[src/rtl/dadda_mul_pipe.sv]
// dadda_mul_pipe: 3-stage Dadda-tree unsigned multiplier with per-beat approximate low columns
module dadda_mul_pipe #(
  parameter int WIDTH       = 8,
  parameter int APPROX_COLS = 4,
  parameter int TAG_WIDTH   = 4
) (
  input  logic                   clk,
  input  logic                   rst_n,
  input  logic                   in_valid,
  output logic                   in_ready,
  input  logic [WIDTH-1:0]       in_a,
  input  logic [WIDTH-1:0]       in_b,
  input  logic                   in_approx,
  input  logic [TAG_WIDTH-1:0]   in_tag,
  output logic                   out_valid,
  input  logic                   out_ready,
  output logic [2*WIDTH-1:0]     out_prod,
  output logic [TAG_WIDTH-1:0]   out_tag,
  output logic                   out_approx
);
  localparam int PW = 2*WIDTH;
  localparam int DSEQ [8] = '{2, 3, 4, 6, 9, 13, 19, 28};

  logic                 v1_q, v1_d, v2_q, v2_d, v3_q, v3_d;
  logic [WIDTH-1:0]     a_q, a_d, b_q, b_d;
  logic                 ap1_q, ap1_d, ap2_q, ap2_d, ap3_q, ap3_d;
  logic [TAG_WIDTH-1:0] tag1_q, tag1_d, tag2_q, tag2_d, tag3_q, tag3_d;
  logic [PW-1:0]        r0_q, r0_d, r1_q, r1_d, prod_q, prod_d;
  logic [PW-1:0]        row0, row1;
  logic                 adv1, adv2, adv3;

  // each stage moves when the slot below it is empty or draining
  always_comb begin
    adv3 = !v3_q || out_ready;
    adv2 = !v2_q || adv3;
    adv1 = !v1_q || adv2;
  end

  assign in_ready   = adv1;
  assign out_valid  = v3_q;
  assign out_prod   = prod_q;
  assign out_tag    = tag3_q;
  assign out_approx = ap3_q;

  // partial products, approximate OR columns, then Dadda reduction to two rows
  always_comb begin : reduce
    logic [WIDTH-1:0] cur [PW];
    logic [WIDTH-1:0] nxt [PW];
    int               ht  [PW];
    int               nh  [PW];
    logic [WIDTH-1:0] cy, cyn;
    int               ncy, ncyn, p, h, n;
    logic             sm, co;
    sm   = 1'b0;
    co   = 1'b0;
    cy   = '0;
    cyn  = '0;
    ncy  = 0;
    ncyn = 0;
    p    = 0;
    h    = 0;
    n    = 0;
    for (int c = 0; c < PW; c++) begin
      cur[c] = '0;
      nxt[c] = '0;
      ht[c]  = 0;
      nh[c]  = 0;
    end
    for (int i = 0; i < WIDTH; i++)
      for (int j = 0; j < WIDTH; j++) begin
        cur[i+j][ht[i+j]] = a_q[i] & b_q[j];
        ht[i+j] = ht[i+j] + 1;
      end
    // an approximate column keeps its height but holds only the OR, so it never carries
    for (int c = 0; c < PW; c++)
      if (ap1_q && c < APPROX_COLS) cur[c] = {{(WIDTH-1){1'b0}}, |cur[c]};
    for (int s = 7; s >= 0; s--)
      if (DSEQ[s] < WIDTH) begin
        ncy = 0;
        cy  = '0;
        for (int c = 0; c < PW; c++) begin
          nxt[c] = '0;
          n      = 0;
          p      = 0;
          h      = ht[c] + ncy;
          ncyn   = 0;
          cyn    = '0;
          for (int k = 0; k < WIDTH; k++)
            if (h > DSEQ[s] && ht[c] - p >= 2) begin
              if (h == DSEQ[s] + 1 || ht[c] - p == 2) begin
                sm = cur[c][p] ^ cur[c][p+1];
                co = cur[c][p] & cur[c][p+1];
                p  = p + 2;
                h  = h - 1;
              end else begin
                sm = cur[c][p] ^ cur[c][p+1] ^ cur[c][p+2];
                co = (cur[c][p] & cur[c][p+1]) | (cur[c][p+2] & (cur[c][p] ^ cur[c][p+1]));
                p  = p + 3;
                h  = h - 2;
              end
              nxt[c][n] = sm;
              cyn[ncyn] = co;
              n    = n + 1;
              ncyn = ncyn + 1;
            end
          for (int k = 0; k < WIDTH; k++)
            if (k >= p && k < ht[c]) begin
              nxt[c][n] = cur[c][k];
              n = n + 1;
            end
          for (int k = 0; k < WIDTH; k++)
            if (k < ncy) begin
              nxt[c][n] = cy[k];
              n = n + 1;
            end
          nh[c] = n;
          cy    = cyn;
          ncy   = ncyn;
        end
        for (int c = 0; c < PW; c++) begin
          cur[c] = nxt[c];
          ht[c]  = nh[c];
        end
      end
    for (int c = 0; c < PW; c++) begin
      row0[c] = cur[c][0];
      row1[c] = cur[c][1];
    end
  end

  // next state of the three stages; data only loads when a beat moves in
  always_comb begin
    v1_d   = adv1 ? in_valid : v1_q;
    a_d    = (in_valid && adv1) ? in_a : a_q;
    b_d    = (in_valid && adv1) ? in_b : b_q;
    ap1_d  = (in_valid && adv1) ? in_approx : ap1_q;
    tag1_d = (in_valid && adv1) ? in_tag : tag1_q;
    v2_d   = adv2 ? v1_q : v2_q;
    r0_d   = (adv2 && v1_q) ? row0 : r0_q;
    r1_d   = (adv2 && v1_q) ? row1 : r1_q;
    ap2_d  = (adv2 && v1_q) ? ap1_q : ap2_q;
    tag2_d = (adv2 && v1_q) ? tag1_q : tag2_q;
    v3_d   = adv3 ? v2_q : v3_q;
    prod_d = (adv3 && v2_q) ? r0_q + r1_q : prod_q;
    ap3_d  = (adv3 && v2_q) ? ap2_q : ap3_q;
    tag3_d = (adv3 && v2_q) ? tag2_q : tag3_q;
  end

  // pipeline registers, cleared asynchronously
  always_ff @(posedge clk or negedge rst_n) begin
    if (!rst_n) begin
      v1_q   <= 1'b0;
      v2_q   <= 1'b0;
      v3_q   <= 1'b0;
      a_q    <= '0;
      b_q    <= '0;
      ap1_q  <= 1'b0;
      tag1_q <= '0;
      r0_q   <= '0;
      r1_q   <= '0;
      ap2_q  <= 1'b0;
      tag2_q <= '0;
      prod_q <= '0;
      ap3_q  <= 1'b0;
      tag3_q <= '0;
    end else begin
      v1_q   <= v1_d;
      v2_q   <= v2_d;
      v3_q   <= v3_d;
      a_q    <= a_d;
      b_q    <= b_d;
      ap1_q  <= ap1_d;
      tag1_q <= tag1_d;
      r0_q   <= r0_d;
      r1_q   <= r1_d;
      ap2_q  <= ap2_d;
      tag2_q <= tag2_d;
      prod_q <= prod_d;
      ap3_q  <= ap3_d;
      tag3_q <= tag3_d;
    end
  end
endmodule

[config.mk]
export PLATFORM = sky130hd
export DESIGN_NAME = dadda_mul_pipe
export DESIGN_NICKNAME = d
export VERILOG_FILES = /design/src/rtl/dadda_mul_pipe.sv
export SDC_FILE = /design/constraint.sdc
export NUM_CORES = 1
export LEC_CHECK = 0
export CAP_MARGIN = 20
export CORE_MARGIN = 4
export CORE_UTILIZATION = 56
export CTS_CLUSTER_DIAMETER = 50
export DETAILED_ROUTE_END_ITERATION = 8
export HOLD_SLACK_MARGIN = 0.08
export PLACE_DENSITY = 0.78
export SYNTH_ARGS = -nofsm -noshare
export SYNTH_HDL_FRONTEND = slang
export SYNTH_SLANG_ARGS = --single-unit
[constraint.sdc]
create_clock -name clk -period 3.6 [get_ports clk]
set_clock_uncertainty 0.05 [all_clocks]
set_input_delay 0.54 -clock clk [delete_from_list [all_inputs] [get_ports clk]]
set_output_delay 0.54 -clock clk [all_outputs]
set_load 0.01 [all_outputs]
# Yosys cells after proc, flatten, opt, wreduce, memory -nomap -nowiden
# Index checks and enable logic that the tools add are counted.
# word_totals
reg_bits	79
input_bits	25
out_inout_bits	23
elab_cells	283
# classes
addsub	1
muxes	3
n_bitwise	253
reduce_logical	12
# ops
operator	count
1-bit bitwise AND	141
1-bit bitwise XOR	77
1-bit OR	35
15-bit by 15-bit adder with 16-bit output	1
4-bit two-way mux	1
4-bit OR reduction	1
1-bit logical AND	3
1-bit zero test	3
1-bit logical OR	3
3-bit two-way mux	1
3-bit OR reduction	1
2-bit two-way mux	1
2-bit OR reduction	1

# Longest topological paths before layout
# Gate-level depths: netlist (run 1).
# logic_depth
ltp_word	11
depth_mapped	10

# Least setup slack after synthesis (run 1)
# Ideal clock, no wire load.
# synth_path
path_kind	register -> register
start	register a_q[2]
end	register r0_q[9]
setup_ps	125
t_arrival_ps	2977
setup_slack_ps	448
stages_incl_launch_ff	9
path_buffers	1
period_less_slack_ps	3152
path_cell_list	dfrtp_1 clkbuf_1 nand2_1 fa_1 fa_1 inv_1 fa_1 fa_1 mux2_2
# synth_lines
item	line	rtl
start: declaration	25	logic [WIDTH-1:0] a_q, a_d, b_q, b_d;
start signal: assignment	155	a_q <= '0;
start signal: assignment	170	a_q <= a_d;
end signal: assignment	174	r0_q <= r0_d;
end: declaration	28	logic [PW-1:0] r0_q, r0_d, r1_q, r1_d, prod_q, prod_d;

==> metrics.md, run 1 <==
| Metric | Value |
|---|---|
| Post-CTS sizing | `0` |
| Final period utilization | `0.8817` |
| Clk pin slew, worst setup/hold paths | `0.08 ns` |
| YS warnings | `0` |
| Syn_nets | `539` |
| Post-synthesis instance total | `457` |
| Area growth syn-to-layout | `14.81%` |
| Post-DRT Antenna Nets | `0` |
| Crit path cell chain | `nand2_1 -> fa_1 -> fa_1 -> inv_1 -> fa_1 -> fa_1 -> mux2_2` |
| DR pass1 iterations | `4` |
| CP Buf/Inv Count | `1` |
| Vias in the first global route | `3,391` |
| Slew @ Worst Pin | `0.4917 ns` |
| Pin count of the biggest net entering global routing | `80` |
| Fmax | `0.3150 GHz` |
| Synth Cell Area | `4910 sq um` |
| Final RePlAce weighted congestion | `0.8907` |
| Vias | `3,230` |
| Crit Path Max Fanout | `9` |
| Asr flop ratio synth | `1.000` |
| Max-Cap Viols | `0` |
| Final hold vios | `0` |
| CP max stage delay | `0.54 ns` |
| Cell family with most CP delay | `adder cells` |
| Fin util | `0.6725` |
| Max-slew violation count | `0` |
| Num CTS Buffers | `9` |
| DRT Wirelength | `9013 um` |
| Final setup fails | `0` |
| Leak | `2.559 nW` |
| I/O Buffers | `47` |
| CP Data Required Time | `3.79 ns` |
| Initial antenna violation count | `0` |
| Maximum vdd drop | `0.0003020 V` |
| Detailed Place HPWL | `6641 um` |
| Sequential area share after synthesis | `0.4027` |
| Largest area contributor in the netlist | `dfrtp_1` |
| Top cells by area, synth | `dfrtp_1 (40%), fa_1 (15%), mux2_2 (10%)` |
| Diode count | `0` |
| Avg Cell Area, Syn | `10.74 sq um` |
| Height of the die | `101.6 um` |
| All-layer global routing usage | `0.1966` |
| Main synth FF type | `dfrtp_1` |
| First-pass GRT wire length | `16,060 um` |
| Final #Nets | `572` |
| Clk root buf | `clkbuf_8` |
| Cell row count | `33` |
| Share of cells above drive strength 1 | `0.1515` |
| Clk sinks | `79` |
| PnR Total Power | `3.969 mW` |
| Slew margin rel. | `0.6722` |
| Setup crit end kind | `flop` |
| Type of the worst min-delay path | `reg2reg` |
| Placed Cells incl. Taps | `582` |
| Critical path class | `reg2reg` |
| Core Region | `8382 sq um` |
| Status | `finished, final reports clean` |
| WHS | `0.4302 ns` |
| Non-filler cells, final | `600` |
| DRC violations left | `0` |
| Maximum clock path buffer count | `2` |
| Skew-Pair Late Insertion Delay | `0.36 ns` |
| Starting DRT DRC Count | `140` |
| Io pins | `48` |
| Yosys top cell area share | `0.4027` |
| RSZ-0062 raised after global routing | `no` |
| CTS tree | `yes` |
| Initial Utilization | `0.5858` |
| WL per Instance | `15.02 um` |
| Yosys reg bits | `79` |
| Synth cell types | `51` |
| Vias per cell | `5.383` |
| CP arrival | `3.37 ns` |
| CP Launch Type | `flop` |
| Die X | `101.6 um` |
| Final Critical Period | `3.174 ns` |
| Cell mode on critical path | `fa_1` |
| CP max-delay cell | `fa_1` |
| H-Tree Level Count | `3` |
| Sum Neg Setup Slack | `0 ns` |
| Most instantiated cells after synthesis | `nand2_1 (82), dfrtp_1 (79), mux2_2 (44), fa_1 (36), inv_1 (36)` |
| Die ar. | `10,330 sq um` |
| Power Density | `704.1 nW/um^2` |
| GRT Residual Overflow | `0` |
| Number of synthesized flops with an enable pin | `0` |
| Count leader, synth | `nand2_1` |
[power breakdown]
part           total, mW  switching [mW]  internal (mW)
logic               1.96           0.993          0.962
clock network      0.633           0.342          0.292
registers           1.38           0.211           1.17
total               3.97            1.55           2.42
[repair_timing]
action / 4_1_cts / 5_1_grt
hold buffers: 0 / 1
hold endpoints to repair: 0 / 6
setup buffers: 0 / 0
[per-layer routing]
layer / GRT usage / routed length, um
met1: 0.2705 / 4219
met2: 0.3179 / 4266
met3: 0.04132 / 408
met4: 0.05521 / 118
met5: 0 / 0
[cells in the final DEF (no fill, tap or decap), types with 5 or more instances in the layout]
cell type	synthesis	layout
mux2_2	44	44
ha_1	21	21
and2_1	18	18
clkbuf_8	0	11
o21ai_0	26	26
nor2_1	8	8
clkdlybuf4s50_1	0	46
xor2_1	5	5
dfrtp_1	79	79
nand3_1	9	9
inv_1	36	36
fa_1	36	36
nand2_1	82	82
a21oi_1	10	10
[registers in the layout, summed over array words and instances, names as in the netlist, 4 cells and up]
name	flops
out_prod	16
b_q	8
tag1_q	4
r0_q	15
a_q	8
out_tag	4
tag2_q	4
r1_q	14
[layout make-up]
type | instances | area [sq um]
Fill cell | 643 | 2745
Multi-Input combinational cell | 312 | 2674
Sequential cell | 79 | 1977
Timing Repair Buffer | 52 | 528.0
Clock buffer | 11 | 151.4
Inverter | 36 | 135.1
Tap cell | 105 | 131.4
Clock inverter | 5 | 40.04
[worst min-delay path, delay by kind of cell (launching register included)]
kind	cells	cell delay (ns)
DFF	1	0.35
AOI/OAI and AO/OA	1	0.06
and+or+nand+nor	1	0.05
[kinds of logic after synthesis]
kind of cell / synth area share
fa+ha+maj: 0.2003
xor+xnor: 0.01249
flops: 0.4027
buf+inv: 0.05275
compound gates: 0.09328
simple gates: 0.1264
mux: 0.1121
[through the flow]
stage                     worst slack (ns)  instance area, sq um
after global placement              0.4966                  5408
after detailed placement            0.4298                  5408
after CTS                           0.4131                  5599
final                               0.4257                  5637
after global routing                0.2745                  5637
after floorplan                     0.4480                  4910
[final timing paths]
kind	cells after the start	endpoint	startpoint	slack, ns
worst max-delay path	7	r0_q[9]	b_q[7]	0.43
worst min-delay path	2	out_prod[6]	out_prod[6]	0.43
worst max register to register	7	r0_q[9]	b_q[7]	0.43
worst min register to register	2	out_prod[6]	out_prod[6]	0.43
max in group asynchronous	3	b_q[6]	rst_n	2.44
min in group asynchronous	2	out_prod[3]	rst_n	0.49
Power figures use the tool's default switching activity.
==> run 2, diff against run 1 <==
- DONT_BUFFER_PORTS: not set -> 1
- PLACE_DENSITY: 0.78 -> 0.71
- TNS_END_PERCENT: not set -> 1
- clock period: 3.6 -> 2.95 ns (I/O delays scaled with it)
==> metrics.md, run 2 (synthesized netlist as in run 1, its figures left out) <==
| Metric | Value |
|---|---|
| Initial Utilization | `0.5858` |
| Post-DRT Antenna Nets | `0` |
| I/O Buffers | `0` |
| Fmax | `0.3441 GHz` |
| First-pass GRT wire length | `15,770 um` |
| Commonest cells after routing, fill and taps aside | `nand2_1 (81), dfrtp_1 (77), mux2_2 (44), inv_1 (35), fa_1 (35)` |
| RSZ-0062 raised after global routing | `yes` |
| Num CTS Buffers | `9` |
| CP Data Required Time | `3.14 ns` |
| Pin count of the biggest net entering global routing | `80` |
| Setup crit end kind | `flop` |
| Area growth syn-to-layout | `9.225%` |
| GRT Residual Overflow | `0` |
| FF+latch area | `1979 sq um` |
| Final hold vios | `0` |
| Clk pin slew, worst setup/hold paths | `0.09 ns` |
| Detailed Place HPWL | `6670 um` |
| Leak | `2.493 nW` |
| Placed Cells incl. Taps | `549` |
| Starting DRT DRC Count | `64` |
| Maximum clock path buffer count | `2` |
| Skew-Pair Late Insertion Delay | `0.36 ns` |
| Max-Cap Viols | `0` |
| Vias per cell | `5.440` |
| All-layer global routing usage | `0.1960` |
| Slew margin rel. | `0.6744` |
| Non-filler cells, final | `575` |
| CP arrival | `3.10 ns` |
| Final Critical Period | `2.906 ns` |
| Final setup fails | `0` |
| Commonest non-fill, non-tap cell in the layout | `nand2_1` |
| Type of the worst min-delay path | `in2reg` |
| Final period utilization | `0.9852` |
| Crit path cell chain | `nand2_1 -> fa_1 -> fa_1 -> inv_1 -> fa_1 -> fa_1 -> mux2_2` |
| H-Tree Level Count | `3` |
| Power Density | `868.0 nW/um^2` |
| DR pass1 iterations | `4` |
| WL per Instance | `15.50 um` |
| CTS tree | `yes` |
| Height of the die | `101.6 um` |
| Cell row count | `33` |
| Clk root buf | `clkbuf_8` |
| Vias | `3,128` |
| Final RePlAce weighted congestion | `0.8221` |
| Cell mode on critical path | `fa_1` |
| DRC violations left | `0` |
| Die ar. | `10,330 sq um` |
| Maximum vdd drop | `0.0003552 V` |
| WHS | `0.1400 ns` |
| Slew @ Worst Pin | `0.4883 ns` |
| CP max-delay cell | `fa_1` |
| Vias in the first global route | `3,366` |
| Max reg flops | `16` |
| Fin util | `0.6398` |
| Dpl ws | `-0.1806 ns` |
| Io pins | `48` |
| Post-placement cell area | `5045 sq um` |
| Fill cell count | `689` |
| CP max stage delay | `0.51 ns` |
| Die X | `101.6 um` |
| Diode count | `0` |
| Crit Path Max Fanout | `4` |
| Max-slew violation count | `0` |
| Critical path class | `reg2reg` |
| DRT Wirelength | `8914 um` |
| Setup ws final | `0.04358 ns` |
| Clk sinks | `79` |
| Status | `finished, final reports clean` |
| Core Region | `8382 sq um` |
| Initial antenna violation count | `0` |
| Share of cells above drive strength 1 | `0.2149` |
| Final #Nets | `547` |
| Finished Cell Area | `5363 sq um` |
| Register-to-register setup slack | `0.04 ns` |
| Multi-input logic area | `2679 sq um` |
| CP Launch Type | `flop` |
[run 2: cell types whose count changed in the layout (fill, tap and decap cells not counted), moves of 2 or more]
| cell | change |
|---|---|
| buf_4 | +19 |
| buf_6 | +2 |
| clkdlybuf4s50_1 | -46 |
| dfrtp_1 | -2 |
| dfrtp_2 | +2 |
[run 2: layout make-up]
class | count | area share
clock inverters | 6 | 0.01260
well taps | 105 | 0.02450
clock buffers | 10 | 0.02566
flip-flops and latches | 79 | 0.3691
repair buffers | 27 | 0.04340
multi-input cells | 312 | 0.4995
inverters | 36 | 0.02520
[run 2: per-layer routing]
metal	vias up	global-route usage	wire, um
met2	77	0.3119	4165
met3	19	0.05579	470
met1	1513	0.2534	4055
li1	1519	-	-
met4	0	0.08078	222
met5	-	0	0
[run 2: report_power, final]
group / internal (mW) / total, mW / switching [mW]
clock network: 0.417 / 0.839 / 0.422
registers: 1.43 / 1.73 / 0.300
logic: 0.974 / 2.09 / 1.11
total: 2.82 / 4.65 / 1.83
[run 2: critical path, delay by kind of cell (launching register included)]
family | cells | cell delay (ns)
adder cells (fa/ha/maj) | 4 | 1.93
buffers and inverters | 1 | 0.05
flip-flops | 1 | 0.41
multiplexers | 1 | 0.26
AND/OR/NAND/NOR | 1 | 0.10
[run 2: worst paths after layout]
check | depth (start not counted) | start | end
min in group asynchronous | 2 | rst_n | out_prod[2]
max reg2reg | 7 | b_q[7] | r0_q[7]
min reg2reg | 2 | r1_q[13] | r1_q[13]
min | 1 | in_valid | v1_q
max | 7 | b_q[7] | r0_q[7]
max in group asynchronous | 2 | rst_n | b_q[5]
[run 2: timing repair]
action | CTS | global route
hold buffers | 2 | 0
endpoints found under the hold margin | 79 | 0
pin swaps | 15 | 7
gates resized for setup | 3 | 4
buffers inserted | 8 | 0
endpoints found under the setup margin | 9 | 9
cloned | 0 | 0
[run 2: through the flow]
stage	TNS, ns	power (mW)
after global placement	-0.2256	3.732
after floorplan	-0.06293	3.393
after CTS	-0.02200	4.724
final	0	4.655
after detailed placement	-0.7735	3.831
after global routing	-0.1578	5.119
==> run 3, diff against run 2 <==
- DONT_BUFFER_PORTS: 1 -> not set
- PLACE_DENSITY: 0.71 -> 0.78
==> metrics.md, run 3 (synthesized netlist as in run 1, its figures left out) <==
| Metric | Value |
|---|---|
| Status | `complete, but fails checks` |
| Violated checks | `setup timing` |
| Clk pin slew, worst setup/hold paths | `0.08 ns` |
| P_int | `3.107 mW` |
| Setup crit end kind | `flop` |
| Final setup fails | `1` |
| DRT Wirelength | `9391 um` |
| Crit Path Max Fanout | `6` |
| Critical path class | `reg2reg` |
| Final period utilization | `1.011` |
| WL per Instance | `15.05 um` |
| Power Density | `852.3 nW/um^2` |
| Height of the die | `101.6 um` |
| Detailed Place HPWL | `6997 um` |
| Initial antenna violation count | `0` |
| Clk sinks | `79` |
| Starting DRT DRC Count | `160` |
| DR pass1 iterations | `4` |
| Core Region | `8382 sq um` |
| Clk root buf | `clkbuf_8` |
| Io pins | `48` |
| DRC violations left | `0` |
| GRT Residual Overflow | `0` |
| Commonest cells after routing, fill and taps aside | `nand2_1 (77), dfrtp_1 (76), clkdlybuf4s50_1 (46), mux2_2 (44)` |
| Slew margin rel. | `0.7191` |
| Share of cells above drive strength 1 | `0.2100` |
| Post-placement cell area | `5535 sq um` |
| Diode count | `0` |
| Dpl ws | `-0.2217 ns` |
| Setup ws final | `-0.03340 ns` |
| Maximum vdd drop | `0.0003672 V` |
| Max-slew violation count | `0` |
| Final RePlAce weighted congestion | `0.8625` |
| Cell row count | `33` |
| Vias per cell | `5.386` |
| CTS tree | `yes` |
| Skew-Pair Late Insertion Delay | `0.35 ns` |
| CP arrival | `3.17 ns` |
| Vias | `3,361` |
| R2R depth | `7` |
| Final hold vios | `0` |
| Initial Utilization | `0.5858` |
| Die X | `101.6 um` |
| Comb pwr share | `0.499` |
| WHS | `0.3831 ns` |
| Die ar. | `10,330 sq um` |
| Finished Cell Area | `5871 sq um` |
| Leak | `2.694 nW` |
| RSZ-0062 raised after global routing | `yes` |
| Max reg flops | `16` |
| Non-filler cells, final | `624` |
| Placed Cells incl. Taps | `599` |
| Vias in the first global route | `3,555` |
| CP Launch Type | `flop` |
| All-layer global routing usage | `0.2000` |
| Fmax | `0.3352 GHz` |
| Commonest non-fill, non-tap cell in the layout | `nand2_1` |
| H-Tree Level Count | `3` |
| Final #Nets | `596` |
| Final Critical Period | `2.983 ns` |
| Post-DRT Antenna Nets | `0` |
| First-pass GRT wire length | `16,320 um` |
| Slew @ Worst Pin | `0.4186 ns` |
| Clock share of power | `0.171` |
| Type of the worst min-delay path | `in2async` |
| Max-Cap Viols | `0` |
| Sw Ratio | `0.3790` |
| CP Data Required Time | `3.14 ns` |
| P_sw | `1.896 mW` |
| Num CTS Buffers | `9` |
| Maximum clock path buffer count | `2` |
| Area growth syn-to-layout | `19.57%` |
| I/O Buffers | `47` |
| Sequential share of power | `0.330` |
| Pin count of the biggest net entering global routing | `80` |
-- run 3: cell count changes in the layout (fill, tap and decap cells not counted), sizes merged --
cell,delta
clkdlybuf4s50,+46
buf,+3
clkbuf,+1
clkinvlp,-1
-- run 3: what timing repair did --
action	4_1_cts	5_1_grt
resized for setup	3	11
hold buffers	0	1
setup endpoints to repair	8	10
setup buffers	4	3
pin swaps	12	12
hold endpoints to repair	0	4
-- run 3: power by group through the flow --
stage	logic [mW]	clock network [mW]	registers, mW
detailed placement	2.47	0	1.67
global placement	2.36	0	1.65
floorplan	1.74	0	1.65
CTS	2.49	0.888	1.65
finish	2.50	0.858	1.65
global route	2.82	0.931	1.70
-- run 3: worst paths after layout --
path,start,to,slack (ns)
worst max-delay path,b_q[6],r0_q[7],-0.03
worst min-delay path,rst_n,out_prod[3],0.38
worst max register to register,b_q[6],r0_q[7],-0.03
worst min register to register,out_prod[4],out_prod[4],0.43
max in group asynchronous,rst_n,b_q[6],1.90
min in group clk,out_prod[4],out_prod[4],0.43
-- run 3: stage by stage --
stage          TNS [ns]    util  total power, mW
2_1_floorplan  -0.06293       -            3.393
3_3_place_gp    -0.1872  0.6604            4.017
3_5_place_dp    -0.8819  0.6604            4.147
4_1_cts        -0.09790  0.6907            5.032
5_1_grt         -0.6318  0.7004            5.459
6_report       -0.03340  0.7004            5.003
-- run 3: worst max-delay path: stages (launching register included) --
cell and delay [ns]:
dfrtp_2 0.44, nand2_2 0.08, fa_1 0.52, fa_1 0.54
inv_1 0.06, fa_1 0.50, fa_1 0.42, mux2_2 0.26
-- run 3: area by class of cell --
class | count | area (sq um)
Multi-Input combinational cell | 312 | 2689
Fill cell | 624 | 2511
Sequential cell | 79 | 1981
Timing Repair Buffer | 76 | 719.4
Clock buffer | 11 | 151.4
Inverter | 36 | 135.1
Tap cell | 105 | 131.4
Clock inverter | 5 | 63.81
-- run 3: layer usage --
metal | track usage | part of all wire | up-vias
met3 | 0.04477 | 0.039 | 12
met1 | 0.2653 | 0.45 | 1649
met4 | 0.05317 | 0.013 | 0
li1 | - | - | 1628
met5 | 0 | 0 | -
met2 | 0.3340 | 0.50 | 72
